### config.mk
export PLATFORM = sky130hd
export DESIGN_NAME = pulse_req_queue
export DESIGN_NICKNAME = d
export VERILOG_FILES = /design/src/rtl/pulse_cdc_pkg.sv /design/src/rtl/sat_updown_counter.sv /design/src/rtl/pulse_req_queue.sv
export SDC_FILE = /design/constraint.sdc
export NUM_CORES = 1
export LEC_CHECK = 0
export BUFFER_PORTS_ARGS = -buffer_cell sky130_fd_sc_hd__buf_2
export CORE_AREA = 2 2 47 49
export CTS_CLUSTER_DIAMETER = 120
export DETAILED_ROUTE_END_ITERATION = 12
export DIE_AREA = 0 0 49 51
export PLACE_DENSITY = 0.78
export SETUP_SLACK_MARGIN = 0.2
export SLEW_MARGIN = 0
export SYNTH_ARGS = -nofsm -noshare
export SYNTH_HDL_FRONTEND = slang
export SYNTH_SLANG_ARGS = --single-unit
export TNS_END_PERCENT = 10
### constraint.sdc
create_clock -name clk -period 3 [get_ports clk]
set_input_delay 0.45 -clock clk [delete_from_list [all_inputs] [get_ports clk]]
set_output_delay 0.45 -clock clk [all_outputs]
set_load 0.1 [all_outputs]
### src/rtl/pulse_cdc_pkg.sv
// Shared definitions for the source-side req/ack pulse crossing.
package pulse_cdc_pkg;

    // Handshake phase of the request launcher.
    typedef enum logic [1:0] {
        IDLE    = 2'd0,
        REQ     = 2'd1,
        RELEASE = 2'd2
    } state_t;

    // Cycles allowed per handshake phase unless overridden.
    localparam int DEF_TIMEOUT = 64;

endpackage

### src/rtl/sat_updown_counter.sv
// Saturating up/down counter holding the queued event count.
// Simultaneous inc and dec cancel; an inc at full scale is reported on sat_hit.
module sat_updown_counter #(
    parameter int W = 4
) (
    input  logic         clk,
    input  logic         reset,
    input  logic         inc,
    input  logic         dec,
    output logic [W-1:0] cnt,
    output logic         sat_hit
);

    localparam logic [W-1:0] CNT_MAX = '1;

    // An event is lost only when it arrives alone at full scale.
    assign sat_hit = inc & ~dec & (cnt == CNT_MAX);

    // Count update; never wraps in either direction.
    always_ff @(posedge clk or posedge reset) begin
        if (reset) begin
            cnt <= '0;
        end else if (inc && !dec && cnt != CNT_MAX) begin
            cnt <= cnt + 1'b1;
        end else if (dec && !inc && cnt != '0) begin
            cnt <= cnt - 1'b1;
        end
    end

endmodule

### src/rtl/pulse_req_queue.sv
// Source-domain front end of the four-phase pulse crossing: queues event
// pulses and launches them one req/ack handshake at a time, with sticky
// overflow and per-phase timeout reporting.
module pulse_req_queue
    import pulse_cdc_pkg::*;
#(
    parameter int CNT_W   = 4,
    parameter int TIMEOUT = DEF_TIMEOUT
) (
    input  logic             clk,
    input  logic             reset,
    input  logic             pulse_in,
    input  logic             ack_in,
    input  logic             clr_err,
    output logic             req_out,
    output logic             sent,
    output logic             busy,
    output logic [CNT_W-1:0] pending,
    output logic             overflow,
    output logic             timeout_err
);

    // Timer width follows TIMEOUT; kept at least one bit when timeout is off.
    localparam int              TO_W    = (TIMEOUT > 0) ? $clog2(TIMEOUT + 1) : 1;
    localparam logic [TO_W-1:0] TO_LAST = TO_W'((TIMEOUT > 0) ? TIMEOUT - 1 : 0);
    localparam bit              TO_EN   = (TIMEOUT > 0);

    state_t          state, state_nx;
    logic [TO_W-1:0] timer, timer_nx;
    logic            sent_nx;
    logic            toe_set;
    logic            launch;
    logic            sat_hit;
    logic            to_hit;

    // Launch consumes one queued event whenever the line is idle.
    assign launch = (state == IDLE) && (pending != '0);
    assign to_hit = TO_EN && (timer == TO_LAST);

    sat_updown_counter #(
        .W(CNT_W)
    ) u_cnt (
        .clk    (clk),
        .reset  (reset),
        .inc    (pulse_in),
        .dec    (launch),
        .cnt    (pending),
        .sat_hit(sat_hit)
    );

    // Next-state, phase timer and sent pulse.
    always_comb begin
        state_nx = state;
        timer_nx = '0;
        sent_nx  = 1'b0;
        toe_set  = 1'b0;
        case (state)
            IDLE: begin
                if (launch) state_nx = REQ;
            end
            REQ: begin
                if (ack_in) begin
                    state_nx = RELEASE;
                    sent_nx  = 1'b1;
                end else if (to_hit) begin
                    // Stalled request: abandon the event and drop req.
                    state_nx = RELEASE;
                    toe_set  = 1'b1;
                end else begin
                    timer_nx = timer + 1'b1;
                end
            end
            RELEASE: begin
                if (!ack_in) begin
                    state_nx = IDLE;
                end else if (to_hit) begin
                    // Keep waiting for ack to fall, re-arming the timer.
                    toe_set = 1'b1;
                end else begin
                    timer_nx = timer + 1'b1;
                end
            end
            default: state_nx = IDLE;
        endcase
    end

    // State, registered outputs and sticky flags (set wins over clear).
    always_ff @(posedge clk or posedge reset) begin
        if (reset) begin
            state       <= IDLE;
            timer       <= '0;
            req_out     <= 1'b0;
            sent        <= 1'b0;
            busy        <= 1'b0;
            overflow    <= 1'b0;
            timeout_err <= 1'b0;
        end else begin
            state       <= state_nx;
            timer       <= timer_nx;
            req_out     <= (state_nx == REQ);
            sent        <= sent_nx;
            busy        <= (state_nx != IDLE);
            overflow    <= sat_hit | (overflow & ~clr_err);
            timeout_err <= toe_set | (timeout_err & ~clr_err);
        end
    end

endmodule

==> metrics <==
Die X just under 50 microns; CP required 3.23 ns; max-slew violation count 0; dominant cell type by area after synthesis dfrtp_1; slew margin rel. 54.75%; io pins 14; register area share after synthesis 48.19%; clock slew at reported path FFs approximately 0.10 ns; final hold vios 0; initial antenna violation count 0; vias in the first global route 671; CP Capture Type flop; cell breakdown of the critical path nor4_1 > o21a_1 > inv_1 > ha_1 > a21o_1 > a21oi_1 > mux2i_1 > xnor2_1; share of the synthesized area in the top cell type 48.19%; CTS Buf Count 3; ranking of synthesized cells by area dfrtp_1 (48%), ha_1 (9.4%), nor2_1 (5.6%); via count 667; Core ar. 2063 sq um; CP Max Fanout 8; Inst Count DP 126; setup bufs post-CTS 0; antenna-violating nets left 0; GPL Wtd Cong 0.8000; Clock Latency Late Sink 0.29 ns; Slowest cell on crit path dfrtp_1; first-pass GRT wire length 2.877 mm; TritonCTS clock tree yes; Worst Setup Start Kind flop; Syn Inst Count 85; synthesis-stage register bit count 18; Clock Skews 0.007879 ns; synthesis-to-layout area growth 14.59%; Crit path arrival time 2.51 ns; critical path class reg2reg; Netlist Area Pre-Place 934.6 sq um; Final Core Density 51.91%; Chip Height 51 microns; status completed; DR WL/cell 12.42 microns; setup tns final 0 ns; hold_buf cts 0; RSZ-0062 raised after global routing no; Layout Nets ~120; min cycle time layout 2.279 ns; clock buffer depth 2; Final Non-Filler Cells 130; All-Layer GR Usage between 10% and 20%; H-tree depth 1; CP max stage delay 0.49 ns; Max-Cap Viols 0; post_cts resized 0; Row Count 17; GRT Residual Overflow 0; Starting Density 45.30%; die area 2499 sq um; endpoints failing setup 0; DRT iter0 DRCs 12; worst hold path type in2async; fraction of final layout cells sized beyond drive strength 1 22.55%; antenna cells 0; I/O Buffers 13; vias per cell 5.131; largest net degree at the start of global routing 19; Post-Syn Area per Cell 11.00 sq um; DR pass1 iterations 4; Syn Nets between 90 and 100; Worst-Margin Slew slightly below 0.7 ns; most frequent cells in the layout dfrtp_1 (18), nor2_1 (14), buf_2 (13); DRC viols 0; Post-Route WL about 1.6 mm; Yosys cell types 30; Highest Clock Rate 438.9 MHz; DP Wirelength 1.239 mm; CTS sink count 18; Tcrit/Tclk final 75.96%; synth warn 0; root buffer cell clkbuf_4; commonest non-fill, non-tap cell in the layout dfrtp_1
-- area by class of cell --
cell class,count,area [sq um]
Clock buffer,4,36.28
Inverter,8,30.03
Timing Repair Buffer,13,65.06
Tap cell,28,35.03
Multi-Input combinational cell,59,454.2
Sequential cell,18,450.4
Fill cell,202,992.2
-- cell usage after synthesis, drive strengths merged --
master   count
dfrtp       18
nor2        14
inv          8
ha           7
xnor2        4
nand3        3
o21ai        3
xor2         3
a21oi        2
and2         2
mux2         2
nand2        2
a2111oi      1
a211oi       1
a21o         1
a41oi        1
fa           1
mux2i        1
nand2b       1
nand4        1
nor2b        1
nor4         1
o21a         1
o22ai        1
o31a         1
o31ai        1
o41ai        1
or2b         1
or3          1
-- worst paths after layout --
| kind | slack, ns | to | cells after the start | start |
|---|---|---|---|---|
| setup reg to reg | 0.72 | u_cnt.cnt[3] | 8 | u_cnt.cnt[1] |
| hold reg to reg | 0.47 | timer[0] | 1 | timer[0] |
| min in group clk | 0.34 | overflow | 2 | clr_err |
| hold / removal | 0.24 | overflow | 2 | reset |
| max in group asynchronous | 2.32 | timer[3] | 2 | reset |
| setup / recovery | 0.72 | u_cnt.cnt[3] | 8 | u_cnt.cnt[1] |
-- critical path: cells and delay by family (launching register included) --
kind	cells	cell delay [ns]
AO/OA/AOI/OAI	3	0.57
AND/OR/NAND/NOR	1	0.40
adder cells (fa/ha/maj)	1	0.29
flip-flops	1	0.49
buffers and inverters	1	0.09
multiplexers	1	0.24
XOR/XNOR	1	0.13
-- per-layer routing --
metal	global-route usage, %	vias to the layer above	part of all wire (%)
met3	5.556	2	3.3
li1	-	320	-
met5	0	-	0
met4	5.714	0	1.5
met1	15.91	334	43
met2	28.77	11	52
-- kinds of logic after synthesis --
group,share of synthesized area (%)
simple gates,14.59
flops,48.19
compound gates,12.45
buf+inv,3.213
fa+ha+maj,11.51
xor+xnor,6.560
mux,3.480
-- registers in the layout, indices dropped and copies added (netlist names) --
name / cells
timer: 7
u_cnt.cnt: 4
state: 2
busy: 1
overflow: 1
req_out: 1
sent: 1
timeout_err: 1
-- through the flow --
stage	instance area [sq um]	setup slack (ns)	hold slack [ns]
2_1_floorplan	934.6	0.4021	0.3886
3_3_place_gp	1035	0.7811	0.4487
3_5_place_dp	1035	0.7403	0.4550
4_1_cts	1071	0.7023	0.2585
5_1_grt	1071	0.5206	0.2703
6_report	1071	0.7213	0.2362
Power is not shown: default switching activity piles up to over one toggle a cycle in this logic, so the estimate is an artifact.
